File: src/rtl/video_pixel_packer_pkg.sv
// Shared definitions for the pixel packer: format codes, bytes-per-pixel
// lookup and packer state encoding.
package video_pixel_packer_pkg;

  localparam logic [1:0] FMT_RAW8   = 2'd0;
  localparam logic [1:0] FMT_RGB565 = 2'd1;
  localparam logic [1:0] FMT_YUV422 = 2'd2;
  localparam logic [1:0] FMT_RGB888 = 2'd3;

  typedef enum logic {
    ST_WAIT_SOF = 1'b0,
    ST_ACTIVE   = 1'b1
  } state_e;

  typedef struct packed {
    logic [7:0] r;
    logic [7:0] g;
    logic [7:0] b;
  } rgb_t;

  function automatic logic [1:0] fmt_bpp(input logic [1:0] f);
    case (f)
      FMT_RAW8:   fmt_bpp = 2'd1;
      FMT_RGB888: fmt_bpp = 2'd3;
      default:    fmt_bpp = 2'd2;
    endcase
  endfunction

endpackage

File: src/rtl/video_pixel_packer_skid.sv
// Two-entry AXI-Stream output stage: registered output plus one skid entry.
// mark_i ORs MARK_BIT into the newest entry still waiting to be accepted.
module axis_skid_buf #(
  parameter int W        = 8,
  parameter int MARK_BIT = W-1
) (
  input  logic         clk,
  input  logic         rst_n,
  input  logic         in_valid_i,
  input  logic [W-1:0] in_data_i,
  input  logic         mark_i,
  output logic         out_valid_o,
  output logic [W-1:0] out_data_o,
  input  logic         out_ready_i,
  output logic         ovf_o
);

  logic         o_v_q, s_v_q;
  logic [W-1:0] o_d_q, s_d_q;
  logic [W-1:0] mark_mask;

  assign mark_mask   = {{(W-1){1'b0}}, 1'b1} << MARK_BIT;
  assign out_valid_o = o_v_q;
  assign out_data_o  = o_d_q;
  // Both entries occupied and nothing leaving: the incoming pixel has nowhere to go.
  assign ovf_o       = in_valid_i && o_v_q && s_v_q && !out_ready_i;

  always_ff @(posedge clk or negedge rst_n) begin
    if (!rst_n) begin
      o_v_q <= 1'b0;
      s_v_q <= 1'b0;
      o_d_q <= '0;
      s_d_q <= '0;
    end else if (!o_v_q || out_ready_i) begin
      if (s_v_q) begin
        o_v_q <= 1'b1;
        o_d_q <= mark_i ? (s_d_q | mark_mask) : s_d_q;
        s_v_q <= in_valid_i;
        if (in_valid_i) s_d_q <= in_data_i;
      end else begin
        o_v_q <= in_valid_i;
        if (in_valid_i) o_d_q <= in_data_i;
      end
    end else if (!s_v_q) begin
      s_v_q <= in_valid_i;
      if (in_valid_i) s_d_q <= in_data_i;
      if (mark_i) o_d_q <= o_d_q | mark_mask;
    end else if (mark_i) begin
      s_d_q <= s_d_q | mark_mask;
    end
  end

endmodule

File: src/rtl/video_pixel_packer.sv
// Assembles parallel-video bytes into whole pixels (RAW8/RGB565/YUV422/RGB888)
// and emits them as an AXI-Stream pixel stream with expanded 8-bit channels.
module video_pixel_packer
  import video_pixel_packer_pkg::*;
#(
  parameter int BYTE_W       = 8,
  parameter int BPP_MAX      = 3,
  parameter bit SWAP_DEFAULT = 1'b0
) (
  input  logic                      pclk,
  input  logic                      rst_n,
  input  logic [BYTE_W-1:0]         tdata_in,
  input  logic                      tvalid_in,
  input  logic                      tlast_in,
  input  logic                      tuser_in,
  input  logic [1:0]                fmt,
  input  logic                      swap,
  output logic [BYTE_W*BPP_MAX-1:0] tdata_out,
  output logic                      tvalid_out,
  input  logic                      tready_out,
  output logic                      tlast_out,
  output logic                      tuser_out,
  output logic [7:0]                red_out,
  output logic [7:0]                green_out,
  output logic [7:0]                blue_out,
  output logic                      err_partial,
  output logic                      err_overflow,
  input  logic                      clr_err
);

  localparam int PW = BYTE_W*BPP_MAX;
  localparam int BW = PW + 24 + 2;

  state_e          state_q;
  logic [1:0]      idx_q, fmt_q;
  logic            swap_q, first_q, perr_q, ovf_q;
  logic [PW-1:0]   acc_q;

  logic            sof, take, done, push, partial, ovf_pulse;
  logic [1:0]      fmt_e, idx_e, bpp_e;
  logic            swap_e, first_e;
  logic [PW-1:0]   acc_e, acc_nx;
  logic [23:0]     d;
  rgb_t            rgb;
  logic [BW-1:0]   buf_in, buf_out;
  logic            buf_valid;

  // SOF restarts assembly immediately, so the SOF byte uses the fresh fmt/swap.
  assign sof     = tvalid_in && tuser_in;
  assign take    = tvalid_in && (sof || state_q == ST_ACTIVE);
  assign fmt_e   = sof ? fmt  : fmt_q;
  assign swap_e  = sof ? swap : swap_q;
  assign idx_e   = sof ? 2'd0 : idx_q;
  assign acc_e   = sof ? '0   : acc_q;
  assign first_e = sof | first_q;
  assign bpp_e   = fmt_bpp(fmt_e);
  assign done    = (idx_e == bpp_e - 2'd1);
  assign push    = take && done;
  assign partial = take && tlast_in && !done;

  always_comb begin
    if (!swap_e) acc_nx = {acc_e[PW-BYTE_W-1:0], tdata_in};
    else         acc_nx = acc_e | (PW'(tdata_in) << (BYTE_W*idx_e));
  end

  // Channel expansion: replicate MSBs into the missing LSBs.
  always_comb begin
    d   = 24'(acc_nx);
    rgb = '0;
    case (fmt_e)
      FMT_RAW8:   rgb = '{r: d[7:0], g: d[7:0], b: d[7:0]};
      FMT_RGB565: rgb = '{r: {d[15:11], d[15:13]},
                          g: {d[10:5],  d[10:9]},
                          b: {d[4:0],   d[4:2]}};
      FMT_YUV422: rgb = '{r: d[15:8], g: d[15:8], b: d[15:8]};
      default:    rgb = '{r: d[23:16], g: d[15:8], b: d[7:0]};
    endcase
  end

  assign buf_in = {tlast_in, first_e, rgb, acc_nx};

  always_ff @(posedge pclk or negedge rst_n) begin
    if (!rst_n) begin
      state_q <= ST_WAIT_SOF;
      idx_q   <= 2'd0;
      fmt_q   <= FMT_RAW8;
      swap_q  <= SWAP_DEFAULT;
      first_q <= 1'b0;
      acc_q   <= '0;
      perr_q  <= 1'b0;
    end else begin
      perr_q <= partial;
      if (sof) begin
        state_q <= ST_ACTIVE;
        fmt_q   <= fmt;
        swap_q  <= swap;
      end
      if (take) begin
        if (done || tlast_in) begin
          idx_q <= 2'd0;
          acc_q <= '0;
        end else begin
          idx_q <= idx_e + 2'd1;
          acc_q <= acc_nx;
        end
        first_q <= done ? 1'b0 : first_e;
      end
    end
  end

  always_ff @(posedge pclk or negedge rst_n) begin
    if (!rst_n) ovf_q <= 1'b0;
    else        ovf_q <= ovf_pulse | (ovf_q & ~clr_err);
  end

  axis_skid_buf #(.W(BW), .MARK_BIT(BW-1)) u_skid (
    .clk         (pclk),
    .rst_n       (rst_n),
    .in_valid_i  (push),
    .in_data_i   (buf_in),
    .mark_i      (partial),
    .out_valid_o (buf_valid),
    .out_data_o  (buf_out),
    .out_ready_i (tready_out),
    .ovf_o       (ovf_pulse)
  );

  assign tvalid_out   = buf_valid;
  assign tdata_out    = buf_out[PW-1:0];
  assign blue_out     = buf_out[PW+7:PW];
  assign green_out    = buf_out[PW+15:PW+8];
  assign red_out      = buf_out[PW+23:PW+16];
  assign tuser_out    = buf_out[PW+24];
  assign tlast_out    = buf_out[PW+25];
  assign err_partial  = perr_q;
  assign err_overflow = ovf_q;

endmodule

File: config.mk
export PLATFORM = sky130hd
export DESIGN_NAME = video_pixel_packer
export DESIGN_NICKNAME = d
export VERILOG_FILES = /design/src/rtl/video_pixel_packer_pkg.sv /design/src/rtl/video_pixel_packer_skid.sv /design/src/rtl/video_pixel_packer.sv
export SDC_FILE = /design/constraint.sdc
export NUM_CORES = 1
export LEC_CHECK = 0
export CORE_UTILIZATION = 53
export CTS_CLUSTER_DIAMETER = 60
export DETAILED_ROUTE_END_ITERATION = 6
export PLACE_DENSITY = 0.76
export SLEW_MARGIN = 20
export SYNTH_ARGS = -nofsm -noshare
export SYNTH_HDL_FRONTEND = slang
export SYNTH_SLANG_ARGS = --single-unit
export TNS_END_PERCENT = 50
File: constraint.sdc
create_clock -name pclk -period 3.2 [get_ports pclk]
set_input_delay 0.64 -clock pclk [delete_from_list [all_inputs] [get_ports pclk]]
set_output_delay 0.64 -clock pclk [all_outputs]
set_load 0.01 [all_outputs]
==> impl_metrics.env, run 1 <==
export IMPL_status="complete, no violations"
export IMPL_seq_power_share=0.371
export IMPL_slew_violations=0
export IMPL_wirelength_mm=18.48
export IMPL_critPathMaxFanout=6
export IMPL_arrival_ns=3.38
export IMPL_track_usage=0.2958
export IMPL_synth_top_area_share=0.4860
export IMPL_clk_pin_slew_ns=0.05
export IMPL_timing_worst_setup_path_type="in2reg"
export IMPL_synth_avg_cell_area_um2=10.74
export IMPL_die_area_um2=13580
export IMPL_relSlewSlack=0.4867
export IMPL_dieWidth_um=116.5
export IMPL_synth_top_area_cell="dfrtp_1"
export IMPL_crit_chain="clkdlybuf4s50_1, and2_2, mux2i_2, ha_1, xor2_2, or3_4, a31oi_4, o21ai_1, a221o_1"
export IMPL_hpwl_mm=13.10
export IMPL_hold_class="in2async"
export IMPL_rsz0062_at_grt="yes"
export IMPL_crit_path_start="tvalid_in"
export IMPL_crit_slowest_cell="clkdlybuf4s50_1"
export IMPL_timing_rr_end="u_skid.out_data_o[42]"
export IMPL_net_switching_power_mw=2.296
export IMPL_num_antenna_cells=0
export IMPL_cts_buffers_inserted=17
export IMPL_placed_cells=897
export IMPL_synth_edf_count=0
export IMPL_ctsHoldBuffers=0
export IMPL_antenna_found_initial=0
export IMPL_postSynthCellCount=647
export IMPL_stdcell_count=929
export IMPL_cts_resized=1
export IMPL_layout_min_cycle_time_ns=3.093
export IMPL_cts_root_buf="clkbuf_16"
export IMPL_clock_sinks=135
export IMPL_cp_end_kind="flip-flop"
export IMPL_sw_frac_of_total=0.3146
export IMPL_pwr_share_comb=0.366
export IMPL_cts_tree="done"
export IMPL_crit_end="u_skid.out_data_o[32]"
export IMPL_post_synth_top_count_cell="dfrtp_1"
export IMPL_grt_max_degree=69
export IMPL_drtAntennaViolNets=0
export IMPL_fin_crit_sh=0.9667
export IMPL_grt_overflow=0
export IMPL_reg2reg_from="idx_q[0]"
export IMPL_avgRoutedWirePerCell_um=19.89
export IMPL_dr_pass1_iters=5
export IMPL_ys_ff_latch=135
export IMPL_rows=41
export IMPL_die_h_um=116.5
export IMPL_skew_ns=0.009742
export IMPL_p_leak_nw=3.766
export IMPL_drcViolationCount=0
export IMPL_power_mw=7.298
export IMPL_ioPinCount=71
export IMPL_reg2reg_slack_ns=0.51
export IMPL_post_cts_repair_setup_buffers=0
export IMPL_netlist_top_cells_area="dfrtp_1 (49%), a22o_1 (4.4%), mux2_4 (4.3%), o2bb2ai_1 (3.7%), mux2_2 (3.6%)"
export IMPL_synth_area_um2=6950
export IMPL_synth_fp_nets=672
export IMPL_drtIter0Drc=597
export IMPL_startpoint_type="input pin"
export IMPL_yosysSeqAreaShare=0.4860
export IMPL_drv_cap=0
export IMPL_port_buffers=70
export IMPL_clock_latency_ns=0.42
export IMPL_internal_power_mw=5.002
export IMPL_required_ns=3.49
export IMPL_clock_fmax_ghz=0.3233
export IMPL_nets=769
export IMPL_drive_gt1_frac=0.2074
export IMPL_grt_pass1_vias=5640
export IMPL_viasPerCell=6.256
export IMPL_synth_cell_types=68
export IMPL_pwr_share_clk=0.263
export IMPL_finalHoldViolations=0
export IMPL_area_growth_pct=25.02
export IMPL_grt_pass1_wl_mm=29.95
export IMPL_synth_common_cells="dfrtp_1 (135), nand2_1 (64), o21ai_0 (36)"
export IMPL_initial_utilization=0.5463
export IMPL_core_area_um2=12720
export IMPL_yosys_warnings=0
export IMPL_ys_flop_type="dfrtp_1"
export IMPL_htree_levels=4
export IMPL_synth_async_reset_ratio=1.000
export IMPL_powerDensity_nw_per_um2=839.9
export IMPL_finalSetupViolations=0
export IMPL_slowest_delay_ns=0.47
export IMPL_reg2reg_depth=6
export IMPL_cts_buffer_depth=2
export IMPL_gp_congestion=0.9638
export IMPL_tightest_slew_ns=0.7619
export IMPL_ir_drop_v=0.0004728
export IMPL_route_vias_total=5812
-- flip-flops by register name, summed over array words and instances, names as in the netlist --
register and flops:
idx_q 2, swap_q 1, state_q 1, u_skid.s_v_q 1, u_skid.s_d_q 50, err_partial 1, fmt_q 2, first_q 1
u_skid.out_valid_o 1, u_skid.out_data_o 50, acc_q 24, err_overflow 1
-- layer usage --
metal  track usage  vias to the layer above  part of all wire
met1        0.3975                     2864              0.43
met4        0.1333                        0             0.025
met5             0                        -                 0
li1              -                     2612                 -
met3       0.06175                       42             0.075
met2        0.4631                      294              0.47
-- cells in the final DEF, fill, tap and decap left out, types with 3 or more instances in the layout --
master	instances
and3_1	5
clkbuf_8	4
dfrtp_1	135
or2_2	5
o21ai_0	35
nand2b_1	10
o2bb2ai_1	29
a221oi_1	11
o22ai_1	12
clkbuf_16	17
clkinv_2	4
and3b_1	5
a21oi_1	11
clkdlybuf4s50_1	69
and2_1	4
a21boi_0	8
o31ai_1	3
buf_12	4
mux2i_1	3
mux2_4	20
mux2_2	22
a32o_1	4
buf_4	55
clkbuf_1	3
o211ai_1	20
a211oi_1	9
nand3b_1	4
nor2_1	29
inv_1	17
a31oi_1	5
ha_1	7
nand3_1	32
a22o_1	35
nand2_1	64
-- critical path, delay by kind of cell --
kind / cells / cell delay (ns)
xor gates and xnor gates: 1 / 0.19
AOI/OAI and AO/OA: 3 / 0.81
adders and majority gates: 1 / 0.34
and+or+nand+nor: 2 / 0.63
muxes: 1 / 0.31
buffers and inverters: 1 / 0.47
-- per-stage QoR --
stage / area [µm²] / util / setup WS (ns) / hold WS [ns] / TNS (ns)
after floorplan: 6985 / - / 0.01979 / 0.3444 / 0
after global placement: 8097 / 0.6364 / -0.2448 / 0.4714 / -17.44
after detailed placement: 8097 / 0.6364 / -0.4525 / 0.4736 / -37.92
after CTS: 8685 / 0.6826 / 0.04950 / 0.2340 / 0
after global routing: 8690 / 0.6830 / -0.01025 / 0.2705 / -0.02361
final: 8690 / 0.6830 / 0.1066 / 0.2278 / 0
-- layout make-up --
type / instances / area (µm²)
fillers: 987 / 4033
well taps: 172 / 215.2
flip-flops and latches: 135 / 3378
clock buffers: 24 / 491.7
clock inverters: 8 / 95.09
multi-input cells: 444 / 3251
inverters: 17 / 63.81
repair buffers: 129 / 1195
-- cells by family (layout without fill, tap and decap cells) --
| kind of cell | after synthesis | in the layout | synth area share |
|---|---|---|---|
| AND/OR/NAND/NOR | 176 | 176 | 0.1242 |
| multiplexers | 47 | 47 | 0.08605 |
| XOR/XNOR | 2 | 2 | 0.002521 |
| buffers and inverters | 68 | 178 | 0.05239 |
| AO/OA/AOI/OAI | 212 | 212 | 0.2362 |
| adder cells (fa/ha/maj) | 7 | 7 | 0.01260 |
| flip-flops | 135 | 135 | 0.4860 |
-- worst min path at each step --
stage	start	to	slack, ns	cells past startpoint
2_1_floorplan	rst_n	acc_q[0]	0.34	0
3_3_place_gp	u_skid.s_d_q[13]	u_skid.s_d_q[13]	0.47	1
3_5_place_dp	u_skid.s_d_q[44]	u_skid.s_d_q[44]	0.47	1
4_1_cts	rst_n	u_skid.out_data_o[25]	0.23	1
5_1_grt	rst_n	u_skid.s_v_q	0.27	1
6_report	rst_n	u_skid.out_data_o[48]	0.23	1
-- power by group through the flow --
| stage | Combinational [mW] | Clock, mW | Sequential [mW] |
|---|---|---|---|
| after floorplan | 1.41 | 0 | 2.76 |
| after global placement | 2.58 | 0 | 2.68 |
| after detailed placement | 2.65 | 0 | 2.71 |
| after CTS | 2.67 | 1.95 | 2.70 |
| after global routing | 2.88 | 2.02 | 2.77 |
| final | 2.67 | 1.92 | 2.71 |
No activity file was read; power rests on OpenSTA's default activity.
==> inputs of run 2 (changes only) <==
==> constraint.sdc (replaced) <==
create_clock -name pclk -period 3.5 [get_ports pclk]
set_input_delay 0.7 -clock pclk [delete_from_list [all_inputs] [get_ports pclk]]
set_output_delay 0.7 -clock pclk [all_outputs]
set_load 0.01 [all_outputs]
==> run 2 against run 1 <==
Total power down 9.2%. Non-clock buffer count down 11. Sequential share of layout area up 0.41 points. Worst hold slack better by 0.074 ns. Die area unchanged. First-iteration DRC count down 9.4%. Cell count down 1.3%. Register-to-register slack better by 0.37 ns. Highest routed layer unchanged. Combinational power down 10%.
==> impl_metrics.env, run 2 (synthesis results as in run 1) <==
export IMPL_status="complete, no violations"
export IMPL_core_area_um2=12720
export IMPL_rsz0062_at_grt="no"
export IMPL_reg2reg_from="fmt_q[0]"
export IMPL_reg2reg_slack_ns=0.88
export IMPL_crit_end="u_skid.out_data_o[47]"
export IMPL_tightest_slew_ns=0.7832
export IMPL_timing_rr_end="u_skid.out_data_o[47]"
export IMPL_fin_crit_sh=0.9340
export IMPL_clock_sinks=135
export IMPL_track_usage=0.2987
export IMPL_setup_ws_ns=0.2309
export IMPL_finalSetupViolations=0
export IMPL_ioPinCount=71
export IMPL_power_mw=6.628
export IMPL_final_cell_mix="dfrtp_1 (135), clkdlybuf4s50_1 (69), nand2_1 (64), buf_4 (42), o21ai_0 (36)"
export IMPL_grt_pass1_wl_mm=30.17
export IMPL_drtAntennaViolNets=0
export IMPL_dieWidth_um=116.5
export IMPL_pwr_share_comb=0.361
export IMPL_skew_ns=0.01103
export IMPL_seq_power_share=0.373
export IMPL_met2_usage=0.4548
export IMPL_cp_end_kind="flip-flop"
export IMPL_ctsHoldBuffers=0
export IMPL_wirelength_mm=18.53
export IMPL_drtIter0Drc=541
export IMPL_timing_worst_setup_path_type="in2reg"
export IMPL_drive_gt1_frac=0.1879
export IMPL_cts_buffer_depth=2
export IMPL_avgRoutedWirePerCell_um=20.21
export IMPL_place_area_um2=8014
export IMPL_clock_fmax_ghz=0.3059
export IMPL_clock_latency_ns=0.43
export IMPL_cts_root_buf="clkbuf_16"
export IMPL_die_area_um2=13580
export IMPL_sw_frac_of_total=0.3150
export IMPL_dr_pass1_iters=5
export IMPL_internal_power_mw=4.540
export IMPL_finalHoldViolations=0
export IMPL_grt_overflow=0
export IMPL_route_vias_total=5748
export IMPL_critPathMaxFanout=19
export IMPL_ir_drop_v=0.0004061
export IMPL_cts_resized=0
export IMPL_cts_buffers_inserted=17
export IMPL_viasPerCell=6.268
export IMPL_required_ns=3.84
export IMPL_fin_util=0.6758
export IMPL_drv_cap=0
export IMPL_cts_tree="done"
export IMPL_powerDensity_nw_per_um2=770.9
export IMPL_net_switching_power_mw=2.088
export IMPL_grt_max_degree=76
export IMPL_crit_path_start="tvalid_in"
export IMPL_final_cell_area_um2=8598
export IMPL_use_met3=0.06175
export IMPL_final_common_cell="dfrtp_1"
export IMPL_stdcell_count=917
export IMPL_die_h_um=116.5
export IMPL_gp_congestion=0.8876
export IMPL_relSlewSlack=0.4759
export IMPL_nets=758
export IMPL_placed_cells=886
export IMPL_rows=41
export IMPL_area_growth_pct=23.71
export IMPL_grt_pass1_vias=5473
export IMPL_grt_met1_usage=0.4225
export IMPL_p_leak_nw=3.724
export IMPL_dp_slack_ns=-0.1553
export IMPL_num_antenna_cells=0
export IMPL_pwr_share_clk=0.266
export IMPL_startpoint_type="input pin"
export IMPL_top_usage_layer="met2"
export IMPL_hold_class="in2async"
export IMPL_tns_ns=0
export IMPL_clk_pin_slew_ns=0.06
export IMPL_drcViolationCount=0
export IMPL_hold_ws_ns=0.3021
export IMPL_layout_min_cycle_time_ns=3.269
export IMPL_post_cts_repair_setup_buffers=0
export IMPL_slew_violations=0
export IMPL_hpwl_mm=12.98
export IMPL_arrival_ns=3.61
export IMPL_reg2reg_depth=9
export IMPL_htree_levels=4
export IMPL_port_buffers=70
export IMPL_antenna_found_initial=0
export IMPL_n_fill_cell=1006
export IMPL_initial_utilization=0.5463
==> run 2: power groups by stage <==
stage	sequential, mW	clock [mW]	combinational (mW)
after floorplan	2.52	0	1.28
after global placement	2.45	0	2.33
after detailed placement	2.48	0	2.38
after CTS	2.47	1.78	2.40
after global routing	2.53	1.84	2.59
final	2.47	1.76	2.39
==> run 2: layout make-up <==
type | instances | area, µm² | share of cell area
inverters | 17 | 63.81 | 0.007421
well taps | 172 | 215.2 | 0.02503
clock inverters | 8 | 96.34 | 0.01120
clock buffers | 23 | 488.0 | 0.05675
multi-input cells | 444 | 3219 | 0.3744
flip-flops and latches | 135 | 3378 | 0.3929
repair buffers | 118 | 1137 | 0.1323
==> run 2: how the worst min path moves through the flow <==
stage,startpoint,endpoint,slack [ns],cells after the start
floorplan,rst_n,acc_q[0],0.40,0
global placement,u_skid.s_d_q[38],u_skid.s_d_q[38],0.47,1
detailed placement,u_skid.s_d_q[31],u_skid.s_d_q[31],0.47,1
CTS,rst_n,u_skid.out_valid_o,0.32,1
global route,rst_n,u_skid.out_valid_o,0.35,1
finish,rst_n,u_skid.out_valid_o,0.30,1
==> run 2: critical path, stage by stage <==
cell and delay, ns:
clkdlybuf4s50_1 0.47, and2_1 0.20, mux2i_1 0.29, ha_1 0.31, xor2_1 0.17, buf_4 0.17
or3_4 0.37, a31oi_4 0.27, buf_4 0.17, nand2_2 0.21, o211ai_1 0.27
==> run 2: routing by layer <==
metal | wire length [µm] | part of all wire | up-vias
li1 | - | - | 2594
met5 | 0 | 0 | -
met2 | 8647 | 0.47 | 267
met4 | 340 | 0.018 | 0
met1 | 8247 | 0.44 | 2852
met3 | 1297 | 0.070 | 35
==> inputs of run 3 (changes only) <==
--- a/config.mk
+++ b/config.mk
@@ -9,7 +9,7 @@
 export CTS_CLUSTER_DIAMETER = 60
 export DETAILED_ROUTE_END_ITERATION = 6
 export PLACE_DENSITY = 0.76
-export SLEW_MARGIN = 20
+export SLEW_MARGIN = 15
 export SYNTH_ARGS = -nofsm -noshare
 export SYNTH_HDL_FRONTEND = slang
 export SYNTH_SLANG_ARGS = --single-unit
==> results of run 3 <==
No change in the layout: final DEF, timing and power equal those of run 2.
